**src/rtl/truth_table_sweeper_pkg.sv**
```systemverilog
`default_nettype none
// ============================================================================
//  Module      : netsynth_tt_pkg
//  Description : Shared types and helpers for the truth-table sweeper. It holds
//                the sweep FSM state encoding, the truth-table width helper and
//                the largest supported gate input count.
//  Revision    : 1.0  initial release
// ============================================================================
package netsynth_tt_pkg;

    // Largest gate input count the sweeper supports. 2**6 rows gives a
    // 64-bit code.
    localparam int TT_MAX_N_IN = 6;

    typedef enum logic [1:0] {
        IDLE = 2'd0,
        HOLD = 2'd1,
        DONE = 2'd2
    } tt_state_e;

    // Width of the truth-table code for an n-input gate.
    function automatic int tt_width(input int n);
        return 1 << n;
    endfunction

endpackage
`default_nettype wire

```
**src/rtl/truth_table_sweeper_if.sv**
```systemverilog
`default_nettype none
// ============================================================================
//  Module      : truth_table_sweeper_if
//  Description : Bundle of the sweep control signals, the gate-side signals
//                and the result signals that connect the sweeper to its
//                environment.
//                  start    : sweep request, accepted only when busy is low
//                  exp_code : expected code, sampled when start is accepted
//                  inp      : gate input drive, inp[N_IN-1] is gate input 1
//                  dut_out  : output of the gate under characterisation
//                  busy     : sweep in progress
//                  done     : one-cycle pulse when the result is published
//                  tt_code  : truth table, row 0 at the MSB
//                  tt_valid : tt_code holds a complete sweep result
//                  match    : tt_code equals the latched expected code
//                The master modport is the environment side and the slave
//                modport is the sweeper side.
//  Revision    : 1.0  initial release
// ============================================================================
interface truth_table_sweeper_if #(
    parameter int N_IN = 3
);
    localparam int TT_W = netsynth_tt_pkg::tt_width(N_IN);

    logic              start;
    logic [TT_W-1:0]   exp_code;
    logic [N_IN-1:0]   inp;
    logic              dut_out;
    logic              busy;
    logic              done;
    logic [TT_W-1:0]   tt_code;
    logic              tt_valid;
    logic              match;

    modport master (
        output start, exp_code, dut_out,
        input  inp, busy, done, tt_code, tt_valid, match
    );

    modport slave (
        input  start, exp_code, dut_out,
        output inp, busy, done, tt_code, tt_valid, match
    );

endinterface
`default_nettype wire

```
**src/rtl/truth_table_sweeper_row_timer.sv**
```systemverilog
`default_nettype none
// ============================================================================
//  Module      : tt_row_timer
//  Description : Down-counter that sets the length of the hold window for each
//                truth-table row. load_i reloads SETTLE. dec_i counts down
//                toward zero, and the counter stops at zero. expired_o is high
//                while the count is zero.
//                  clk, rst_n : clock, asynchronous active-low reset
//                  load_i     : reload the window length
//                  dec_i      : count down one step
//                  expired_o  : the window has elapsed
//  Revision    : 1.0  initial release
// ============================================================================
module tt_row_timer #(
    parameter int SETTLE = 2
) (
    input  wire logic clk,
    input  wire logic rst_n,
    input  wire logic load_i,
    input  wire logic dec_i,
    output logic      expired_o
);

    // A counter of at least 1 bit, so that SETTLE=0 still gives a legal vector.
    localparam int            CW       = (SETTLE > 0) ? $clog2(SETTLE + 1) : 1;
    localparam logic [CW-1:0] LOAD_VAL = CW'(SETTLE);

    logic [CW-1:0] cnt_q;

    always_ff @(posedge clk or negedge rst_n) begin
        if (!rst_n) begin
            cnt_q <= '0;
        end else if (load_i) begin
            cnt_q <= LOAD_VAL;
        end else if (dec_i && (cnt_q != '0)) begin
            cnt_q <= cnt_q - 1'b1;
        end
    end

    assign expired_o = (cnt_q == '0);

endmodule
`default_nettype wire

```
**src/rtl/truth_table_sweeper.sv**
```systemverilog
`default_nettype none
// ============================================================================
//  Module      : truth_table_sweeper
//  Description : Harness stage for one N_IN-input combinational gate. The
//                module drives every input combination in ascending row order.
//                It holds each row for SETTLE+1 cycles and samples the gate at
//                the end of each window. The samples form a truth-table code
//                with row 0 at the MSB, and the code is compared with an
//                expected code that is latched at start.
//                  clk, rst_n : clock, asynchronous active-low reset
//                  bus        : slave side of truth_table_sweeper_if
//  Revision    : 1.0  initial release
// ============================================================================
module truth_table_sweeper
    import netsynth_tt_pkg::*;
#(
    parameter int N_IN   = 3,
    parameter int SETTLE = 2
) (
    input  wire logic             clk,
    input  wire logic             rst_n,
    truth_table_sweeper_if.slave  bus
);

    localparam int              TT_W     = tt_width(N_IN);
    localparam logic [N_IN-1:0] ROW_LAST = '1;

    tt_state_e         state_q;
    logic [N_IN-1:0]   row_q;
    logic [N_IN-1:0]   inp_q;
    logic [TT_W-1:0]   sr_q;
    logic [TT_W-1:0]   exp_q;
    logic [TT_W-1:0]   tt_code_q;
    logic              busy_q;
    logic              done_q;
    logic              tt_valid_q;
    logic              match_q;

    logic              timer_expired;
    logic              timer_load;
    logic              timer_dec;
    logic              accept;
    logic              last_row;

    // busy is always low in IDLE, so the state alone qualifies start.
    assign accept   = (state_q == IDLE) && bus.start;
    assign last_row = (row_q == ROW_LAST);

    // The window is reloaded when a sweep starts and again each time a row
    // is sampled, except after the last row.
    assign timer_load = accept ||
                        ((state_q == HOLD) && timer_expired && !last_row);
    assign timer_dec  = (state_q == HOLD) && !timer_expired;

    tt_row_timer #(
        .SETTLE (SETTLE)
    ) u_row_timer (
        .clk       (clk),
        .rst_n     (rst_n),
        .load_i    (timer_load),
        .dec_i     (timer_dec),
        .expired_o (timer_expired)
    );

    always_ff @(posedge clk or negedge rst_n) begin
        if (!rst_n) begin
            state_q    <= IDLE;
            row_q      <= '0;
            inp_q      <= '0;
            sr_q       <= '0;
            exp_q      <= '0;
            tt_code_q  <= '0;
            busy_q     <= 1'b0;
            done_q     <= 1'b0;
            tt_valid_q <= 1'b0;
            match_q    <= 1'b0;
        end else begin
            done_q <= 1'b0;
            case (state_q)
                IDLE: begin
                    if (bus.start) begin
                        state_q    <= HOLD;
                        busy_q     <= 1'b1;
                        tt_valid_q <= 1'b0;
                        inp_q      <= '0;
                        row_q      <= '0;
                        sr_q       <= '0;
                        exp_q      <= bus.exp_code;
                    end
                end
                HOLD: begin
                    if (timer_expired) begin
                        sr_q <= {sr_q[TT_W-2:0], bus.dut_out};
                        if (last_row) begin
                            state_q <= DONE;
                            inp_q   <= '0;
                        end else begin
                            row_q <= row_q + 1'b1;
                            inp_q <= row_q + 1'b1;
                        end
                    end
                end
                DONE: begin
                    // The result is published only here, so a partial code
                    // never reaches tt_code.
                    state_q    <= IDLE;
                    done_q     <= 1'b1;
                    busy_q     <= 1'b0;
                    tt_code_q  <= sr_q;
                    tt_valid_q <= 1'b1;
                    match_q    <= (sr_q == exp_q);
                end
                default: begin
                    state_q <= IDLE;
                end
            endcase
        end
    end

    assign bus.inp      = inp_q;
    assign bus.busy     = busy_q;
    assign bus.done     = done_q;
    assign bus.tt_code  = tt_code_q;
    assign bus.tt_valid = tt_valid_q;
    assign bus.match    = match_q;

endmodule
`default_nettype wire

```
**src/flat_wrapper.sv**
```systemverilog
// flat-port wrapper written by rule: the top's interface ports become plain ports
module truth_table_sweeper_flat import netsynth_tt_pkg::*;
#(
    parameter int N_IN   = 3,
    parameter int SETTLE = 2
)
  (clk, rst_n, bus_start, bus_exp_code, bus_dut_out, bus_inp, bus_busy, bus_done, bus_tt_code, bus_tt_valid, bus_match);
  truth_table_sweeper_if #(.N_IN(N_IN)) bus_i ();
  input  wire logic clk;
  input  wire logic rst_n;
  input wire logic [$bits(bus_i.start)-1:0] bus_start;
  input wire logic [$bits(bus_i.exp_code)-1:0] bus_exp_code;
  input wire logic [$bits(bus_i.dut_out)-1:0] bus_dut_out;
  output wire logic [$bits(bus_i.inp)-1:0] bus_inp;
  output wire logic [$bits(bus_i.busy)-1:0] bus_busy;
  output wire logic [$bits(bus_i.done)-1:0] bus_done;
  output wire logic [$bits(bus_i.tt_code)-1:0] bus_tt_code;
  output wire logic [$bits(bus_i.tt_valid)-1:0] bus_tt_valid;
  output wire logic [$bits(bus_i.match)-1:0] bus_match;
  assign bus_i.start = bus_start;
  assign bus_i.exp_code = bus_exp_code;
  assign bus_i.dut_out = bus_dut_out;
  assign bus_inp = bus_i.inp;
  assign bus_busy = bus_i.busy;
  assign bus_done = bus_i.done;
  assign bus_tt_code = bus_i.tt_code;
  assign bus_tt_valid = bus_i.tt_valid;
  assign bus_match = bus_i.match;
  truth_table_sweeper #(.N_IN(N_IN), .SETTLE(SETTLE)) u_core (.clk(clk), .rst_n(rst_n), .bus(bus_i));
endmodule
```
**config.mk**
```make
export PLATFORM = sky130hd
export DESIGN_NAME = truth_table_sweeper_flat
export DESIGN_NICKNAME = d
export VERILOG_FILES = /design/src/rtl/truth_table_sweeper_pkg.sv /design/src/rtl/truth_table_sweeper_if.sv /design/src/rtl/truth_table_sweeper_row_timer.sv /design/src/rtl/truth_table_sweeper.sv /design/src/flat_wrapper.sv
export SDC_FILE = /design/constraint.sdc
export NUM_CORES = 1
export LEC_CHECK = 0
export BUFFER_PORTS_ARGS = -buffer_cell sky130_fd_sc_hd__buf_2
export CORE_UTILIZATION = 50
export DETAILED_ROUTE_END_ITERATION = 7
export PLACE_DENSITY = 0.74
export SLEW_MARGIN = 25
export SYNTH_ARGS = -nofsm -noshare
export SYNTH_HDL_FRONTEND = slang
export SYNTH_SLANG_ARGS = --single-unit
```
**constraint.sdc**
```tcl
create_clock -name clk -period 1.6 [get_ports clk]
set_clock_uncertainty 0.05 [all_clocks]
set_input_delay 0.16 -clock clk [delete_from_list [all_inputs] [get_ports clk]]
set_output_delay 0.16 -clock clk [all_outputs]
set_load 0.03 [all_outputs]
```
Word level (Yosys, flattened, before mapping)
Cells that the tools add are included.
{"block": "op_classes", "addsub": 2, "n_mul": 0, "div": 0, "order_cmp": 0, "eq_ne": 8, "shift": 0, "muxes": 21, "bitwise_logic": 0, "reduce_logical": 19}
{"op": "2-to-1 mux 8 bit", "count": 2}
{"op": "case mux 8 bit (2 select lines)", "count": 1}
{"op": "2-to-1 mux 3 bit", "count": 5}
{"op": "case mux 3 bit (2 select lines)", "count": 2}
{"op": "2-to-1 mux 2 bit", "count": 5}
{"op": "equality test 8 bit", "count": 1}
{"op": "nonzero test 2 bit", "count": 4}
{"op": "AND reduction 3 bit", "count": 2}
{"op": "logical AND 1 bit", "count": 5}
{"op": "logical NOT 2 bit", "count": 2}
{"op": "inequality test 2 x 1 -> 1 bit, second input constant", "count": 2}
{"op": "inequality test 2 bit, second input constant", "count": 2}
{"op": "case mux 1 bit (2 select lines)", "count": 2}
{"op": "case mux 2 bit (2 select lines)", "count": 1}
{"op": "AND reduction 2 bit", "count": 2}
{"op": "AND reduction 4 bit", "count": 1}
{"op": "adder 3 x 1 -> 3 bit, second input constant", "count": 1}
{"op": "equality test 3 bit, second input constant", "count": 1}
{"op": "2-to-1 mux 1 bit", "count": 3}
{"op": "equality test 2 x 1 -> 1 bit, second input constant", "count": 1}
{"op": "equality test 2 bit, second input constant", "count": 1}
{"op": "logical NOT 1 bit", "count": 2}
{"op": "subtractor 2 x 1 -> 2 bit, second input constant", "count": 1}
{"op": "logical OR 1 bit", "count": 1}
{"block": "word_totals", "regBits": 38, "latchBits": 0, "ram_bits": 0, "mem_bits_ro": 0, "in_bits": 12, "output_inout_bits": 15, "wordCells": 61, "memories": 0}

Logic depth before layout (Yosys ltp)
Gate-level depths: netlist of the first run.
{"block": "logic_depth", "ltp_word": 6, "depth_mapped": 7, "ltp_nobuf": 5}

Cells and area by module
From an unflattened synthesis of the first run, not the netlist that was laid out.
{"block": "hier_totals", "cells_unflattened": 117, "area_unflattened_um2": 1627.8}
{"mod": "truth_table_sweeper", "instances": 1, "cells_per_inst": 105, "area_per_inst_um2": 1498.9, "seq_area_each_um2": 900.9}
{"mod": "tt_row_timer", "instances": 1, "cells_per_inst": 12, "area_per_inst_um2": 128.9, "seq_area_each_um2": 50.0}

Worst setup path before layout of the first run
No wires, ideal clock.
{"block": "synth_timing", "kind": "reg-to-reg", "startpoint": "register u_core.row_q[0]", "endpoint": "register u_core.row_q[2]", "setup_time_ns": 0.125, "t_arrival_ns": 1.437, "required_time_ns": 1.425, "path_slack_ns": -0.012, "path_stages_with_launch": 6, "n_path_buf": 0, "period_less_slack_ns": 1.612, "path_cell_list": "dfrtp_1 -> ha_1 -> ha_1 -> nand3b_4 -> a21oi_4 -> mux2_2"}
{"block": "synth_between", "elab_chain_cells": 4, "word_cells_on_any_way": 7, "cone_classes": "add/sub: 1; eq/ne: 2; mux: 3; reduce/logical: 1"}
{"element": "from (decl)", "line_no": "truth_table_sweeper.sv:29", "rtl": "logic [N_IN-1:0] row_q;"}
{"element": "from (signal assigned)", "line_no": "truth_table_sweeper.sv:98", "rtl": "row_q <= row_q + 1'b1;"}
{"element": "adder 3 x 1 -> 3 bit", "line_no": "truth_table_sweeper.sv:98"}
{"element": "2-to-1 mux 3 bit", "line_no": "truth_table_sweeper.sv:94", "rtl": "if (last_row) begin"}
{"element": "2-to-1 mux 3 bit", "line_no": "truth_table_sweeper.sv:92", "rtl": "if (timer_expired) begin"}
{"element": "case mux 3 bit (2 select lines)", "line_no": "truth_table_sweeper.sv:79", "rtl": "case (state_q)"}
Several ways; a longest one is shown, not always the timed one. The select of a mux whose other input is x is not followed.
A chain may end at the register's enable or synchronous reset.

Worst setup path in the final report of the first run
{"block": "layout_timing", "startpoint": "register u_core.row_q[0]", "endpoint": "register u_core.row_q[1]"}
Same word-level chain as after synthesis.

==> flow_summary.ini, run 1 <==
[status]
status = finished with violations
violations = setup timing

[sta]
tns_ns = -0.03496
fin_ws_ns = -0.01902
rsz0062_at_grt = yes
hold_viol = 0
setup_viol = 3
relSlewSlack = 0.6860
worst_slew_pin_slew_ns = 0.4710
fmax_ghz = 0.6177
whs_ns = 0.04214
final_max_slew_viol_count = 0
period_minus_slack_ns = 1.619
min_period_over_period = 1.012

[layout]
area_growth_pct = 23.73
drive_gt1_frac = 0.3350
antennaDiodeCount = 0
fin_util = 0.6509
nNetsFinal = 213

[clocking]
cts-root-buf = clkbuf_4
tritoncts = yes
htreeDepth = 2
clkLatencyLatePin_ns = 0.35
numCtsBuffers = 5
cts_buffer_depth = 2
clkTransAtPathRegs_ns = 0.10
cts_sinks = 38

[detailed_routing]
initialDrtViolationCount = 44
antenna_left = 0
drc = 0
wl_per_cell_um = 14.00
via_per_inst = 5.136
drt-total-wl_um = 3403
first_pass_iters = 4
vias = 1248

[die]
fp.dieW_um = 61.25
fp.dieArea_um2 = 3752
core_um2 = 3337
initial_core_util = 0.5261
row_count = 21
ios = 27
die_h_um = 61.25

[setup_path]
path_max_fanout = 3
arrival_ns = 1.80
worstSetupStartpointType = register
path_class = register to register
worstSetupEndpointType = register
worstPathRequired_ns = 1.79

[synth]
synth_cell_type_count = 31
ys_ff_latch = 38
syn_area_um2 = 1755
syn_inst = 149
ys_seq_area_frac = 0.5417
synth.top_cells.by_area = dfrtp_1 (54%), mux2_4 (6.8%), o21ai_0 (4.8%)
syn_nets = 166
syn_avg_cell_area_um2 = 11.78
ys.warnings.count = 0
synth_top_area_frac = 0.5417
yosys.area.top_type = dfrtp_1

[global_routing]
grt_overflow = 0
antenna_found_initial = 0
grt_usage = 0.2127
grt_max_degree = 39
grt_pass1_vias = 1221
grt_pass1_wl_um = 5437

[job]
cap_violations = 0

[placement]
gp_congestion = 0.7991
dp_hpwl_um = 2350
io_buffer_count = 26

[power]
vdd_ir_drop_max_mv = 1.062
p_leak_nw = 1.043
powerDensity_nw_per_um2 = 1746

[hold_path]
hold_path_class = input pin to register
## cell type report
class | count | area, um^2
Clock buffer | 6 | 51.30
Clock inverter | 2 | 12.51
Fill cell | 267 | 1165
Inverter | 14 | 52.55
Multi-Input combinational cell | 89 | 729.5
Sequential cell | 38 | 950.9
Tap cell | 46 | 57.56
Timing Repair Buffer | 48 | 317.8
## registers in the layout (all words and copies together) (netlist names)
| register | count |
|---|---|
| u_core.bus.tt_code | 8 |
| u_core.exp_q | 8 |
| u_core.sr_q | 8 |
| u_core.bus.inp | 3 |
| u_core.row_q | 3 |
| u_core.state_q | 2 |
| u_core.u_row_timer.cnt_q | 2 |
| u_core.bus.busy | 1 |
| u_core.bus.done | 1 |
| u_core.bus.match | 1 |
| u_core.bus.tt_valid | 1 |
## worst max-delay path: stages, from the launching register on
cell,delay [ns]
dfrtp_1,0.41
ha_2,0.22
ha_4,0.16
nand3b_4,0.15
a21oi_4,0.20
mux2_4,0.32
## cells in the mapped netlist
cell / count
o21ai_1: 1
mux2_4: 8
nand4_1: 2
nand2b_4: 1
or3_1: 1
buf_4: 2
buf_6: 1
nand3b_1: 1
a21oi_1: 2
clkbuf_1: 2
mux2_2: 3
nor3_1: 2
a21oi_2: 1
nand4b_1: 8
mux2_1: 3
nand2b_1: 2
nand2_1: 11
nor2_1: 5
o311ai_1: 1
buf_2: 3
ha_1: 5
o21ai_0: 17
a21oi_4: 1
a21boi_1: 1
dfrtp_1: 38
nand3b_4: 1
xnor2_1: 8
inv_1: 14
or2_1: 1
a21o_1: 2
o31ai_1: 1
## worst paths after layout
kind / start / end / slack [ns] / cells after the start
max in group asynchronous: rst_n / u_core.row_q[0]$_DFFE_PN0P_ / 0.82 / 3
min reg2reg: u_core.bus.tt_code[6]$_DFFE_PN0P_ / u_core.bus.tt_code[6]$_DFFE_PN0P_ / 0.43 / 2
min: bus_dut_out / u_core.sr_q[0]$_DFFE_PN0P_ / 0.04 / 3
min in group asynchronous: rst_n / u_core.bus.done$_DFF_PN0_ / 0.34 / 3
max reg2reg: u_core.row_q[0]$_DFFE_PN0P_ / u_core.row_q[1]$_DFFE_PN0P_ / -0.02 / 5
max: u_core.row_q[0]$_DFFE_PN0P_ / u_core.row_q[1]$_DFFE_PN0P_ / -0.02 / 5
## power by group
| group | total, mW | switching (mW) | internal [mW] |
|---|---|---|---|
| registers | 1.53 | 0.252 | 1.28 |
| logic | 1.73 | 0.825 | 0.906 |
| clock network | 0.526 | 0.315 | 0.211 |
## layer usage
layer / share of wire / global-route usage
met1: 0.39 / 0.2095
met3: 0.043 / 0.07773
met2: 0.54 / 0.3804
met5: 0 / 0
met4: 0.029 / 0.1266
## repair_timing
action / in CTS / in global routing
pin swaps: 2 / 2
endpoints found under the setup margin: 3 / 3
resized for setup: 6 / 0
hold endpoints to repair: 46 / 0
hold buffers: 9 / 0
buffers inserted: 2 / 0
## kinds of logic after synthesis
family | count (synthesis) | share of synthesized area
compound gates | 27 | 0.09337
xor+xnor | 8 | 0.03992
fa+ha+maj | 5 | 0.03564
buf+inv | 22 | 0.05773
flops | 38 | 0.5417
mux | 14 | 0.1069
simple gates | 35 | 0.1247
## stage by stage
| stage | setup slack, ns | cells | cell area [um^2] | total power, mW |
|---|---|---|---|---|
| after global routing | -0.06332 | 243 | 2172 | 4.035 |
| after detailed placement | -0.06169 | 224 | 1977 | 3.134 |
| final | -0.01902 | 243 | 2172 | 3.793 |
| after CTS | -0.02438 | 243 | 2172 | 3.823 |
| after floorplan | 0.01348 | 149 | 1755 | 2.696 |
| after global placement | 0.02717 | 224 | 1977 | 3.028 |
## cells in the final DEF (no fill, tap or decap), types with 2 or more instances in the layout
cell / instances
ha_1: 3
dlygate4sd3_1: 9
nor2_1: 5
clkbuf_4: 5
buf_2: 26
nand2_1: 11
inv_1: 14
xnor2_1: 8
mux2_4: 11
nand4b_1: 8
nor3_1: 2
nand4_1: 2
dfrtp_1: 38
a21o_1: 2
buf_4: 13
o21ai_0: 17
nand2b_1: 2
a21oi_1: 2
mux2_2: 2
(Power assumes the default switching activity.)
==> inputs of run 2 (changes only) <==
SETUP_SLACK_MARGIN = 0.02   (was default)
==> flow_summary.ini, run 2 (synthesis results as in run 1) <==
[sta]
fin_ws_ns = 0.007159
rsz0062_at_grt = yes
min_period_over_period = 0.9955
relSlewSlack = 0.7143
period_minus_slack_ns = 1.593
final_max_slew_viol_count = 0
hold_viol = 0
whs_ns = 0.02687
worst_slew_pin_slew_ns = 0.4285
fmax_ghz = 0.6278
setup_viol = 0

[layout]
area_growth_pct = 24.66
final_common_cell = dfrtp_1
antennaDiodeCount = 0
drive_gt1_frac = 0.3333
fin_util = 0.6558
nNetsFinal = 214
nFillCells = 265
mostFrequentLayoutCells = dfrtp_1 (38), buf_2 (26), o21ai_0 (17)

[power]
p_leak_nw = 1.053
vdd_ir_drop_max_mv = 1.029
fin_total_pwr_mw = 3.785
powerDensity_nw_per_um2 = 1730

[setup_path]
crit_family = flip-flops
crit_chain = ha_2 > ha_4 > nand3b_4 > a21oi_4 > mux2_4
worstReg2RegStart = u_core.row_q[1]$_DFFE_PN0P_
critPathSlowestCell = dfrtp_1
worstPathRequired_ns = 1.79
rrSetupSlack_ns = 0.007
worstSetupStartpointType = register
worstSetupEndpointType = register
cp.buffers_inverters = 0
arrival_ns = 1.78
path_class = register to register
reg2reg_to = u_core.row_q[1]$_DFFE_PN0P_
reg2reg_depth = 5
slowest_delay_ns = 0.40
path_max_fanout = 3

[die]
core_um2 = 3337
initial_core_util = 0.5261
die_h_um = 61.25
row_count = 21
ios = 27
fp.dieArea_um2 = 3752
fp.dieW_um = 61.25

[placement]
dp_hpwl_um = 2441
gp_congestion = 0.8108
pre_cts_ws_ns = -0.01139
io_buffer_count = 26

[detailed_routing]
drt-total-wl_um = 3465
wl_per_cell_um = 14.20
initialDrtViolationCount = 59
via_per_inst = 5.156
drc = 0
first_pass_iters = 4
vias = 1258
antenna_left = 0

[clocking]
numCtsBuffers = 5
clkTransAtPathRegs_ns = 0.11
clkLatencyLatePin_ns = 0.34
cts_buffer_depth = 2
tritoncts = yes
cts-root-buf = clkbuf_4
cts_sinks = 38
htreeDepth = 2

[global_routing]
use_met3 = 0.05672
top_usage_layer = met2
use_met2 = 0.3587
grt_pass1_vias = 1264
grt_pass1_wl_um = 5533
grt_overflow = 0
antenna_found_initial = 0
grt_max_degree = 22
grt_use_met1 = 0.2438
grt_usage = 0.2110

[hold_path]
hold_path_startpoint = bus_dut_out
min_to = u_core.sr_q[0]$_DFFE_PN0P_
whs_path_depth = 3
hold_path_class = input pin to register

[status]
status = finished clean

[job]
cap_violations = 0
## run 2: changes by cell type in the layout (fill, tap and decap cells not counted)
cell        previous run  this run
buf_12                 0         1
clkinvlp_4             1         0
clkbuf_1               0         1
## run 2: final cells by class
type	count	area [um^2]	share of cell area
clock buffer	7	55.05	0.02516
clock inverter	1	5.005	0.002287
inverter	14	52.55	0.02401
multi-input combinational	89	729.5	0.3333
sequential	38	950.9	0.4345
tap	46	57.56	0.02630
timing repair buffer	49	337.8	0.1544
## run 2: power by group
group	switching (mW)	internal, mW
combinational	0.823	0.912
clock	0.306	0.213
sequential	0.247	1.28
## run 2: per-stage QoR
stage               area [um^2]  instances  TNS [ns]
finish                     2188        244         0
global route               2188        244   -0.1480
CTS                        2171        242  -0.03849
detailed placement         1992        224  -0.02136
global placement           1992        224         0
floorplan                  1758        149         0
## run 2: metal layers
metal	part of all wire	up-vias
li1	-	598
met1	0.42	615
met2	0.51	33
met3	0.040	12
met4	0.025	0
met5	0	-
## run 2: worst max path at each step
stage,startpoint,to,cells after the start
after floorplan,u_core.u_row_timer.cnt_q[0]$_DFFE_PN0P_,u_core.bus.inp[1]$_DFFE_PN0P_,7
after global placement,u_core.row_q[0]$_DFFE_PN0P_,u_core.row_q[2]$_DFFE_PN0P_,5
after detailed placement,u_core.row_q[0]$_DFFE_PN0P_,u_core.row_q[1]$_DFFE_PN0P_,5
after CTS,u_core.row_q[1]$_DFFE_PN0P_,u_core.row_q[1]$_DFFE_PN0P_,5
after global routing,u_core.row_q[1]$_DFFE_PN0P_,u_core.row_q[1]$_DFFE_PN0P_,5
final,u_core.row_q[1]$_DFFE_PN0P_,u_core.row_q[1]$_DFFE_PN0P_,5
## run 2: what timing repair did
item,CTS,global route
buffers inserted,2,1
hold endpoints to repair,24,1
pin swaps,2,1
hold buffers,8,1
cloned,0,0
resized for setup,5,0
setup endpoints to repair,3,9
## run 2: worst min-delay path: cells and delay by family
kind	cells	cell delay, ns
buffers and inverters	1	0.08
and+or+nand+nor	1	0.08
AOI/OAI and AO/OA	1	0.07
